[src/rtl/aixh_mxc_bwd_collector.sv]
// ============================================================================
// aixh_mxc_bwd_collector
// ----------------------------------------------------------------------------
// Left-edge controller for the MxConv upper-cell chain. Jobs from the core
// sequencer are turned into a single csync/command pulse into the first upper
// p-tile. The backward result beats that come back along the chain are
// buffered in a FIFO and presented downstream as a valid/ready stream.
//
// Optional feature macro: AIXH_MXC_BWD_TIMEOUT_EN
//   When defined, a WAIT that sees no beat for TIMEOUT cycles is abandoned:
//   o_err[1] is set, the outstanding reservation is released and the FSM
//   returns to IDLE. When undefined, WAIT lasts until every beat has arrived
//   and o_err[1] is always 0.
//
// Ports
//   aixh_core_clk2x  in   clock
//   aixh_core_rst    in   synchronous active-high reset
//   i_job_vld        in   job request
//   o_job_rdy        out  job accepted on i_job_vld && o_job_rdy
//   i_job_cmd        in   command to broadcast (CWIDTH)
//   i_job_beats      in   backward beats expected, 0..DEPTH
//   o_fwd_csync      out  one-cycle command sync pulse to the chain
//   o_fwd_cmd        out  command to the chain, 0 (NOP) outside the pulse
//   i_bwd_vld        in   backward beat valid (no backpressure)
//   i_bwd_dat        in   backward beat data (DWIDTH)
//   o_res_vld        out  FIFO head valid
//   i_res_rdy        in   downstream pop
//   o_res_dat        out  FIFO head data, 0 while empty
//   o_err            out  sticky errors: [0] unexpected beat, [1] timeout
// ============================================================================
module aixh_mxc_bwd_collector #(
    parameter int CWIDTH  = 32,
    parameter int DWIDTH  = 64,
    parameter int DEPTH   = 16,
    parameter int TIMEOUT = 1024
) (
    input  logic                         aixh_core_clk2x,
    input  logic                         aixh_core_rst,
    input  logic                         i_job_vld,
    output logic                         o_job_rdy,
    input  logic [CWIDTH-1:0]            i_job_cmd,
    input  logic [$clog2(DEPTH+1)-1:0]   i_job_beats,
    output logic                         o_fwd_csync,
    output logic [CWIDTH-1:0]            o_fwd_cmd,
    input  logic                         i_bwd_vld,
    input  logic [DWIDTH-1:0]            i_bwd_dat,
    output logic                         o_res_vld,
    input  logic                         i_res_rdy,
    output logic [DWIDTH-1:0]            o_res_dat,
    output logic [1:0]                   o_err
);

    localparam int CW = $clog2(DEPTH + 1);
    localparam int PW = $clog2(DEPTH);

    typedef enum logic [1:0] {
        ST_IDLE,
        ST_ISSUE,
        ST_WAIT
    } state_t;

    state_t              state_q;
    logic [CWIDTH-1:0]   cmd_q;
    logic [CW-1:0]       beats_q;
    logic [CW-1:0]       remain_q;
    logic                csync_q;
    logic [CWIDTH-1:0]   fwd_cmd_q;
    logic                err_unexp_q;
    logic                err_tmo;

    logic [DWIDTH-1:0]   mem_q [DEPTH];
    logic [PW-1:0]       wr_ptr_q;
    logic [PW-1:0]       rd_ptr_q;
    logic [CW-1:0]       count_q;
    logic [CW-1:0]       count_d;

    logic                push;
    logic                pop;
    logic [CW:0]         free_slots;

    // Only beats that arrive while collecting are stored; anything else is
    // dropped and flagged. The pop is allowed whenever the head is valid.
    assign push = (state_q == ST_WAIT) && i_bwd_vld;
    assign pop  = (count_q != '0) && i_res_rdy;

    // Free space seen by a waiting job counts this cycle's pop. No push can
    // happen outside WAIT, so space found now is still there next cycle when
    // the registered csync goes out and the reservation is committed.
    assign free_slots = (CW+1)'(DEPTH) - {1'b0, count_q} + {{CW{1'b0}}, pop};

    assign count_d = count_q + {{(CW-1){1'b0}}, push} - {{(CW-1){1'b0}}, pop};

`ifdef AIXH_MXC_BWD_TIMEOUT_EN
    localparam int TW = $clog2(TIMEOUT + 1);
    logic [TW-1:0] tmo_cnt_q;
    logic          err_tmo_q;
    assign err_tmo = err_tmo_q;
`else
    logic [31:0] unused_timeout;
    assign unused_timeout = TIMEOUT;
    assign err_tmo        = 1'b0;
`endif

    // FIFO pointers and occupancy. Push and pop together at full occupancy
    // are fine: the write lands in the slot being read out this same cycle.
    always_ff @(posedge aixh_core_clk2x) begin
        if (aixh_core_rst) begin
            wr_ptr_q <= '0;
            rd_ptr_q <= '0;
            count_q  <= '0;
        end else begin
            if (push) begin
                wr_ptr_q <= wr_ptr_q + PW'(1);
            end
            if (pop) begin
                rd_ptr_q <= rd_ptr_q + PW'(1);
            end
            count_q <= count_d;
        end
    end

    // Storage array; contents need no reset because the head is gated by
    // the occupancy count.
    always_ff @(posedge aixh_core_clk2x) begin
        if (push) begin
            mem_q[wr_ptr_q] <= i_bwd_dat;
        end
    end

    // Job FSM. csync and the command are registered: the space decision is
    // taken one cycle ahead (at the handshake, or in a stalled ISSUE cycle),
    // and the cycle in which csync is high commits remain and the
    // reservation.
    always_ff @(posedge aixh_core_clk2x) begin
        if (aixh_core_rst) begin
            state_q     <= ST_IDLE;
            cmd_q       <= '0;
            beats_q     <= '0;
            remain_q    <= '0;
            csync_q     <= 1'b0;
            fwd_cmd_q   <= '0;
            err_unexp_q <= 1'b0;
`ifdef AIXH_MXC_BWD_TIMEOUT_EN
            tmo_cnt_q   <= '0;
            err_tmo_q   <= 1'b0;
`endif
        end else begin
            if (i_bwd_vld && (state_q != ST_WAIT)) begin
                err_unexp_q <= 1'b1;
            end

            case (state_q)
                ST_IDLE: begin
                    if (i_job_vld) begin
                        cmd_q   <= i_job_cmd;
                        beats_q <= i_job_beats;
                        state_q <= ST_ISSUE;
                        if (free_slots >= {1'b0, i_job_beats}) begin
                            csync_q   <= 1'b1;
                            fwd_cmd_q <= i_job_cmd;
                        end
                    end
                end

                ST_ISSUE: begin
                    if (csync_q) begin
                        csync_q   <= 1'b0;
                        fwd_cmd_q <= '0;
                        remain_q  <= beats_q;
                        state_q   <= (beats_q != '0) ? ST_WAIT : ST_IDLE;
`ifdef AIXH_MXC_BWD_TIMEOUT_EN
                        tmo_cnt_q <= '0;
`endif
                    end else if (free_slots >= {1'b0, beats_q}) begin
                        csync_q   <= 1'b1;
                        fwd_cmd_q <= cmd_q;
                    end
                end

                ST_WAIT: begin
                    if (i_bwd_vld) begin
                        remain_q <= remain_q - CW'(1);
                        if (remain_q == CW'(1)) begin
                            state_q <= ST_IDLE;
                        end
`ifdef AIXH_MXC_BWD_TIMEOUT_EN
                        tmo_cnt_q <= '0;
                    end else if (tmo_cnt_q == TW'(TIMEOUT - 1)) begin
                        // Give up on the missing beats; clearing remain
                        // hands their reserved slots back.
                        err_tmo_q <= 1'b1;
                        remain_q  <= '0;
                        state_q   <= ST_IDLE;
                    end else begin
                        tmo_cnt_q <= tmo_cnt_q + TW'(1);
`endif
                    end
                end

                default: begin
                    state_q <= ST_IDLE;
                end
            endcase
        end
    end

    assign o_job_rdy   = (state_q == ST_IDLE);
    assign o_fwd_csync = csync_q;
    assign o_fwd_cmd   = fwd_cmd_q;
    assign o_res_vld   = (count_q != '0);
    assign o_res_dat   = (count_q != '0) ? mem_q[rd_ptr_q] : '0;
    assign o_err       = {err_tmo, err_unexp_q};

endmodule
[config.mk]
export PLATFORM = sky130hd
export DESIGN_NAME = aixh_mxc_bwd_collector
export DESIGN_NICKNAME = d
export VERILOG_FILES = /design/src/rtl/aixh_mxc_bwd_collector.sv
export SDC_FILE = /design/constraint.sdc
export NUM_CORES = 1
export LEC_CHECK = 0
export CAP_MARGIN = 30
export CELL_PAD_IN_SITES_DETAIL_PLACEMENT = 0
export CELL_PAD_IN_SITES_GLOBAL_PLACEMENT = 1
export CORE_MARGIN = 1
export CORE_UTILIZATION = 45
export CTS_BUF_LIST = sky130_fd_sc_hd__clkbuf_4
export DETAILED_ROUTE_END_ITERATION = 16
export GPL_TIMING_DRIVEN = 1
export HOLD_SLACK_MARGIN = 0.1
export PLACE_DENSITY_LB_ADDON = 0.3
export SLEW_MARGIN = 5
export SYNTH_ARGS = -nofsm -noshare
export SYNTH_HDL_FRONTEND = slang
export SYNTH_SLANG_ARGS = --single-unit
export TNS_END_PERCENT = 5
[constraint.sdc]
create_clock -name aixh_core_clk2x -period 15.3 [get_ports aixh_core_clk2x]
set_clock_uncertainty 0.15 [all_clocks]
set_input_delay 2.295 -clock aixh_core_clk2x [delete_from_list [all_inputs] [get_ports aixh_core_clk2x]]
set_output_delay 2.295 -clock aixh_core_clk2x [all_outputs]
set_load 0.05 [all_outputs]
* Yosys cells after proc, flatten, opt, wreduce, memory -nomap -nowiden
Memories as Yosys holds them, arrays and structs flattened. A register that Yosys moved wholly into a read port is not among the register bits.
Index checks and enable logic that the tools add are counted.
** Operators by class
- $add $sub $neg :: 7
- $lt $le $gt $ge :: 2
- Equality and inequality tests :: 10
- Mux-type cells :: 24
- Reductions and logical operators :: 13
** Operators with widths (count)
- $mux 32 :: 4
- $mux 64 :: 1
- $pmux 32 s2 :: 1
- $ge 6x5->1 :: 2
- $mux 2 :: 5
- $mux 5 :: 2
- $pmux 5 s2 :: 1
- $reduce_bool 5->1 :: 2
- $add 4x1->4 const B :: 2
- $mux 4 :: 2
- $ne 2x2->1 const B :: 4
- $reduce_and 4->1 :: 2
- $add 6x1->6 :: 1
- $mux 1 :: 6
- $pmux 2 s3 :: 1
- $reduce_and 3->1 :: 2
- $sub 5x5->6 const A :: 1
- $add 5x1->5 :: 1
- $eq 5x1->1 const B :: 1
- $sub 5x1->5 :: 1
- $sub 5x1->5 const B :: 1
- $ne 2x1->1 const B :: 2
- $reduce_bool 2->1 :: 2
- $logic_and 1x1->1 :: 3
- other kinds (6) :: 6
** Storage, ports and cells
- Flip-flop bits (word level) :: 91
- Memory bits (writable) :: 1024
- Input bits :: 106
- Output and inout port bits :: 101
- Word-level logic and storage cells :: 67
- Memories :: 1
** Memory list
- mem_q :: depth 16, bits a word 64, rd ports 1, clocked after memory_dff 1, write ports 1, RTL line 71 : logic [DWIDTH-1:0] mem_q [DEPTH];

* Depth between registers and ports, before layout
Gate-level depths: netlist of run 1.
- Word-level depth :: 7
- Depth in mapped cells :: 17
- Gate-level depth less buffers :: 16

* Least setup slack after synthesis of run 1
Ideal clock, no wire load.
- Path type :: input -> register
- Start point :: in i_bwd_vld
- End point :: mem mem_q[3][0] (enable)
- Setup time :: 0.565 ns
- Arrival time :: 7.055 ns
- Required time :: 14.585 ns
- Slack :: 7.530 ns
- Stages on the path :: 4
- Buffers on the path :: 1
- Cell sequence :: and2_1 -> buf_2 -> nand2_1 -> nor3_1
** On the way
- Longest elaborated chain between the ends :: 3
** Ends and longest elaborated chain
- start, declared :: RTL line 45 : input logic i_bwd_vld,
- $logic_and 1x1->1 :: RTL line 83 : assign push = (state_q == ST_WAIT) && i_bwd_vld;
- $mux 1 :: RTL line 125 : if (push) begin
- $mux 1 (implied by the code) :: RTL line 126 : mem_q[wr_ptr_q] <= i_bwd_dat;
- end, declared :: RTL line 71
Every way passes these cells.

==> results.json, run 1 <==
{
  "hpwlAfterDp_microns": 49670,
  "timing.final.hold_violations": 0,
  "grt_overflow": 0,
  "regArea_sq_mm": 0.03267,
  "dieArea_sq_mm": 0.09739,
  "antenna_found_initial": 11,
  "antenna_violating_nets_post_route": 0,
  "pnr_worst_setup_slack_ns": 7.508,
  "multiInputGateArea_sq_mm": 0.009961,
  "initial_utilization_pct": 45.47,
  "drtPass1Iterations": 7,
  "drv_slew": 0,
  "yosys.cell_types.count": 38,
  "setup.worst_path.end": "o_res_dat[50]",
  "power-per-cell-area_mw_per_mm2": 157.8,
  "boundaryPins": 207,
  "synthesis.yosys.warnings": 0,
  "nets": 2598,
  "post_route_cells_drive_above_1_share_pct": 31.91,
  "crit-reg2reg-capture": "o_fwd_cmd[2]",
  "synth_seq_cells": 1119,
  "worst-slew-pin-transition_ns": 1.110,
  "count_of_clock_tree_sinks": 1119,
  "totalWireLength_microns": 98790,
  "cts_made_buffers": 304,
  "critPathCaptureType": "output port",
  "clock_path_buffers": 4,
  "worst_ir_drop_vdd_mv": 0.1410,
  "floorplan.core_area_sq_mm": 0.09515,
  "synth_top_cell_by_area": "edfxtp_1",
  "leakagePower_nw": 15.95,
  "fin_area_sq_mm": 0.05058,
  "global_route_wire_length_before_repair_microns": 147200,
  "clock_insertion_delay_at_the_later_pin_of_the_skew_report_ns": 1.07,
  "clk_pin_slew_worst_paths_ns": 0.06,
  "report.final.setup_viol": 0,
  "cts_root_buf": "clkbuf_4",
  "hold_path.class": "flop to flop",
  "slew-limit-headroom_pct": 26.02,
  "place.gp.congestion": 0.7320,
  "total_number_of_vias": 21840,
  "synth.yosys.seq_area_share_pct": 75.47,
  "die-height_microns": 312.1,
  "required_ns": 12.86,
  "synth_fp_nets": 2153,
  "synthesis.area_per_instance_sq_um": 21.43,
  "fp-row-count": 113,
  "timing.critical_path.arrival_ns": 5.35,
  "first_global_vias": 23650,
  "reg2regPathDepth": 17,
  "finalPower_mw": 7.981,
  "post_cts_resized": 0,
  "post_cts_hold_buffer_count": 0,
  "drt-wirelength-per-cell_microns": 25.19,
  "chipWidth_microns": 312.1,
  "yosys.area.top_type_share_pct": 71.07,
  "synth.area.top_cells": "edfxtp_1 71%, mux4_2 16%, dfxtp_1 4.4%, and2_1 0.97%, a21oi_1 0.95%",
  "worst-setup-path-type": "flop to output port",
  "max_clock_freq_mhz": 128.3,
  "fin_crit_sh_pct": 50.93,
  "port_buffers": 205,
  "grt_use_total_pct": 20.61,
  "setup_total_negative_slack_ns": 0,
  "ff2ff_setup_slack_ns": 10.72,
  "result_of_the_run": "finished clean",
  "max_cap_violations": 0,
  "worst-path-max-fanout": 125,
  "netlist_instances": 2019,
  "r2r-start": "count_q[2]",
  "rsz_0062_raised_after_global_routing": "false",
  "post-route-min-period_ns": 7.792,
  "total_drc_errors_in_the_routed_layout": 0,
  "detailedRoute.firstIterationViolations": 1840,
  "grt_max_degree": 126,
  "cts_post_setup_buffers_inserted": 0,
  "cts_tree": "yes",
  "pre_cts_setup_slack_ns": 8.457,
  "cts-htree-levels": 5,
  "fill_cells": 7477,
  "vias_per_cell": 5.570,
  "post_synth_instance_area_sq_mm": 0.04327,
  "critPathLaunchType": "flop",
  "areaGrowthSynthToFinish_pct": 16.90,
  "placement.cell_area_sq_mm": 0.04690
}
## cells by family after synthesis
logic type / count (synthesis) / share of synthesized area [%]
flip-flops: 1119 / 75.47
multiplexers: 320 / 16.71
AND/OR/NAND/NOR: 229 / 2.501
AO/OA/AOI/OAI: 167 / 2.458
buffers and inverters: 144 / 1.805
adder cells (fa/ha/maj): 28 / 0.8271
XOR/XNOR: 11 / 0.2227
other: 1 / 0.008667
## worst min path at each step
stage | startpoint | endpoint | slack (ns) | depth (start not counted)
finish | cmd_q[20] | cmd_q[20] | 0.30 | 2
global route | cmd_q[13] | cmd_q[13] | 0.32 | 2
CTS | cmd_q[27] | cmd_q[27] | 0.30 | 2
detailed placement | cmd_q[27] | cmd_q[27] | 0.30 | 2
global placement | cmd_q[21] | cmd_q[21] | 0.29 | 2
floorplan | cmd_q[0] | cmd_q[0] | 0.29 | 2
## state kept, by name, summed over array words and instances (netlist names), named ones only
signal and cells:
mem_q 1024, cmd_q 32, o_fwd_cmd 32, beats_q 5, count_q 5, remain_q 5, rd_ptr_q 4, wr_ptr_q 4
state_q 2, err_unexp_q 1, o_fwd_csync 1
## layout by cell type, fill, tap and decap left out, types with 2 or more instances in the layout
cell / synthesis / layout
a2111oi_0: 2 / 2
a21oi_1: 82 / 82
a221oi_1: 2 / 2
a22oi_1: 33 / 33
a311oi_1: 32 / 32
a31oi_1: 2 / 2
and2_1: 67 / 66
buf_12: 1 / 6
buf_16: 0 / 7
buf_4: 3 / 43
bufinv_16: 0 / 4
clkbuf_4: 0 / 433
clkdlybuf4s50_1: 0 / 204
clkinv_1: 0 / 42
clkinv_2: 0 / 6
dfxtp_1: 95 / 91
dfxtp_4: 0 / 4
diode_2: 0 / 5
edfxtp_1: 1024 / 1024
ha_1: 27 / 27
inv_1: 22 / 22
inv_2: 0 / 8
mux4_1: 6 / 6
mux4_2: 314 / 314
nand2_1: 92 / 92
nand2b_1: 6 / 6
nand3_1: 3 / 2
nand4_1: 2 / 2
nor2_1: 43 / 30
nor2_4: 0 / 12
nor2b_1: 3 / 3
nor3_1: 9 / 5
nor3_2: 0 / 4
o21ai_0: 10 / 10
xnor2_1: 6 / 6
xor2_1: 5 / 5
## area by class of cell
class / count / area share, %
Inverter: 22 / 0.1633
Sequential cell: 1119 / 64.59
Antenna cell: 5 / 0.02474
Clock buffer: 433 / 6.427
Clock inverter: 60 / 0.6680
Tap cell: 1265 / 3.129
Multi-Input combinational cell: 756 / 19.69
Timing Repair Buffer: 261 / 5.304
## layer usage
metal | global-route usage (%) | share of wire [%] | vias up | wire length (microns)
li1 | - | - | 9449 | -
met2 | 33.58 | 50 | 703 | 49650
met4 | 6.996 | 1.8 | 10 | 1764
met5 | 0 | 0.070 | - | 69
met3 | 5.176 | 6.2 | 152 | 6137
met1 | 27.17 | 42 | 11530 | 41160
## synth_stat cells
library cell and instances:
nand3_1 3, a311oi_1 32, a2111oi_0 2, xnor2_1 6
edfxtp_1 1024, dfxtp_1 95, a31oi_1 2, fa_1 1
nor3b_1 1, buf_12 1, inv_1 22, nor2b_1 3
nand2_1 92, a22oi_1 33, buf_2 8, o21ai_0 10
a21o_1 1, clkbuf_1 65, buf_4 3, and2_1 67
a211oi_1 1, ha_1 27, nand4_1 2, nor2_1 43
nand2b_1 6, nand3b_1 1, nor3_1 9, mux4_2 314
or3_1 2, a221oi_1 2, o21ai_1 1, buf_6 27
mux4_1 6, conb_1 1, a21oi_1 82, buf_1 18
o211ai_1 1, xor2_1 5
## metrics by stage
| stage | cells | hold WS (ns) | util [%] |
|---|---|---|---|
| after global routing | 3919 | 0.3206 | 53.15 |
| after floorplan | 2019 | 0.2860 | - |
| after CTS | 3913 | 0.3045 | 53.06 |
| after global placement | 3411 | 0.2924 | 49.06 |
| after detailed placement | 3420 | 0.2962 | 49.29 |
| final | 3921 | 0.3048 | 53.15 |
## where the power goes
group / switching (mW) / total (mW) / leakage (nW) / internal (mW)
Clock: 1.15 / 2.51 / 2.17 / 1.36
Combinational: 1.16 / 2.03 / 3.80 / 0.866
Sequential: 0.0627 / 3.45 / 9.98 / 3.39
Total: 2.37 / 7.98 / 16.0 / 5.61
## critical path, stage by stage, from the launching register on
cell and delay, ns:
dfxtp_4 0.62, buf_4 0.33, buf_16 0.33, buf_12 0.77, mux4_2 0.62, mux4_2 0.47
and2_1 0.17, clkdlybuf4s50_1 0.79
Note: power is estimated with default switching activity, not from simulation.
==> run 2: changes to the inputs <==
==> constraint.sdc (replaced) <==
create_clock -name aixh_core_clk2x -period 7.5 [get_ports aixh_core_clk2x]
set_clock_uncertainty 0.15 [all_clocks]
set_input_delay 1.125 -clock aixh_core_clk2x [delete_from_list [all_inputs] [get_ports aixh_core_clk2x]]
set_output_delay 1.125 -clock aixh_core_clk2x [all_outputs]
set_load 0.05 [all_outputs]
==> run 2 against run 1 <==
Global-route usage is 0.12 points higher. Routed wire length is 0.22% higher. Final cell count is 0.54% lower. Register-to-register slack worse by 7.5 ns. Sequential power is 100% higher. Die area stayed put. Flip-flop and latch count stayed put. Core utilization is 0.30 points lower. Sequential share of layout area is 0.36 points higher. Critical path type unchanged. Critical endpoint is now o_res_dat[13].
==> results.json, run 2 (synthesis results as in run 1) <==
{
  "drv_slew": 0,
  "leakagePower_nw": 15.79,
  "vias_per_cell": 5.568,
  "post_cts_resized": 0,
  "critPathCaptureType": "output port",
  "ff2ff_setup_slack_ns": 3.22,
  "r2r-start": "count_q[2]",
  "mostFrequentLayoutCell": "edfxtp_1",
  "cts-htree-levels": 5,
  "worst_ir_drop_vdd_mv": 0.2264,
  "drt-wirelength-per-cell_microns": 25.39,
  "fin_crit_sh_pct": 75.69,
  "post_route_cells_drive_above_1_share_pct": 31.23,
  "cts_made_buffers": 301,
  "hpwlAfterDp_microns": 49910,
  "clock_path_buffers": 4,
  "post_cts_hold_buffer_count": 0,
  "boundaryPins": 207,
  "power_switching_share_pct": 30.07,
  "max_cap_violations": 0,
  "grt_use_total_pct": 20.73,
  "max_clock_freq_mhz": 176.1,
  "totalWireLength_microns": 99010,
  "antenna_violating_nets_post_route": 0,
  "clock_insertion_delay_at_the_later_pin_of_the_skew_report_ns": 1.06,
  "grt_max_degree": 101,
  "critPathLaunchType": "flop",
  "crit-reg2reg-capture": "o_fwd_cmd[29]",
  "p_sw_mw": 4.814,
  "layout.cells.most_common_list": "1024 x edfxtp_1, 407 x clkbuf_4, 314 x mux4_2",
  "drtPass1Iterations": 5,
  "cts_root_buf": "clkbuf_4",
  "chipWidth_microns": 312.1,
  "count_of_clock_tree_sinks": 1119,
  "place.gp.congestion": 0.7462,
  "power.share.sequential_pct": 43.7,
  "largest_reg_flops": 1024,
  "worst-slew-pin-transition_ns": 0.9625,
  "worst-path-max-fanout": 72,
  "reg2regPathDepth": 15,
  "holdPathStages": 2,
  "post-route-min-period_ns": 5.677,
  "global_route_wire_length_before_repair_microns": 148100,
  "worst_hold_startpoint": "aixh_core_rst",
  "areaGrowthSynthToFinish_pct": 16.25,
  "total_drc_errors_in_the_routed_layout": 0,
  "whs_endpoint": "cmd_q[21]",
  "timing.final.hold_violations": 0,
  "required_ns": 6.22,
  "fp-row-count": 113,
  "initial_utilization_pct": 45.47,
  "grt_overflow": 0,
  "port_buffers": 205,
  "result_of_the_run": "finished clean",
  "total_number_of_vias": 21720,
  "fill_cells": 7484,
  "first_global_vias": 23610,
  "die-height_microns": 312.1,
  "rsz_0062_raised_after_global_routing": "false",
  "hold_path.class": "input port to flop",
  "layout.core_utilization_pct": 52.86,
  "timing.critical_path.arrival_ns": 4.40,
  "slew-limit-headroom_pct": 35.83,
  "clk_pin_slew_worst_paths_ns": 0.07,
  "nets": 2592,
  "clock_power_share_pct": 30.3,
  "detailedRoute.firstIterationViolations": 1851,
  "floorplan.core_area_sq_mm": 0.09515,
  "setup_total_negative_slack_ns": 0,
  "report.final.setup_viol": 0,
  "power_report.internal_total_mw": 11.19,
  "largest_register": "mem_q",
  "cts_tree": "yes",
  "worst-setup-path-type": "flop to output port",
  "dieArea_sq_mm": 0.09739,
  "cts_post_setup_buffers_inserted": 0,
  "antenna_found_initial": 8,
  "comb_power_share_pct": 26.0,
  "power-per-cell-area_mw_per_mm2": 318.3
}
-- run 2: cell types whose count changed in the layout (fill, tap and decap cells not counted), moves of 2 or more --
cell       previous run  this run
clkbuf_4            433       407
inv_2                 8         6
bufinv_16             4         1
clkinv_4              0         2
buf_12                6         8
buf_16                7         4
buf_4                43        41
clkinv_2              6        12
clkinv_1             42        45
-- run 2: per-stage QoR --
stage,hold WS [ns],area [sq um],power (mW),instances,worst slack (ns)
2_1_floorplan,0.2860,43270,10.20,2019,0.9003
3_3_place_gp,0.2915,46770,11.27,3414,2.717
3_5_place_dp,0.2963,46920,11.36,3420,2.780
4_1_cts,0.1370,50280,16.26,3894,1.596
5_1_grt,0.2004,50290,16.80,3900,1.587
6_report,0.2882,50290,16.01,3900,1.823
-- run 2: area by class of cell --
type	count	area [sq um]	share of cell area, %
diodes	6	15.01	0.02985
clock buffers	407	3055	6.075
clock inverters	67	306.5	0.6095
inverters	22	82.58	0.1642
multi-input cells	756	9961	19.80
flip-flops and latches	1119	32670	64.95
well taps	1265	1583	3.147
repair buffers	258	2625	5.219
-- run 2: critical path, cell delays in order (launching register included) --
cell and delay (ns):
dfxtp_4 0.73, buf_12 0.33, buf_12 0.39, mux4_2 0.39, mux4_2 0.47, and2_1 0.22
clkdlybuf4s50_1 0.72
-- run 2: metal layers --
metal  global-route usage (%)  part of all wire [%]
met5                        0                 0.062
met1                    27.62                    42
met4                    6.540                   1.6
met2                    33.94                    50
met3                    4.877                   6.0
-- run 2: how the worst max path moves through the flow --
stage	start	end	slack [ns]	depth (start not counted)
2_1_floorplan	i_bwd_vld	mem_q[3][0]	0.90	4
3_3_place_gp	i_res_rdy	o_fwd_cmd[4]	2.72	13
3_5_place_dp	i_res_rdy	o_fwd_cmd[10]	2.78	14
4_1_cts	flop	o_res_dat[37]	1.60	6
5_1_grt	flop	o_res_dat[37]	1.59	6
6_report	flop	o_res_dat[13]	1.82	6
-- run 2: power groups by stage --
stage | logic (mW) | registers (mW) | clock network [mW]
floorplan | 2.91 | 7.28 | 0
global placement | 4.11 | 7.16 | 0
detailed placement | 4.23 | 7.13 | 0
CTS | 4.25 | 7.00 | 5.02
global route | 4.45 | 7.01 | 5.34
finish | 4.16 | 7.00 | 4.85
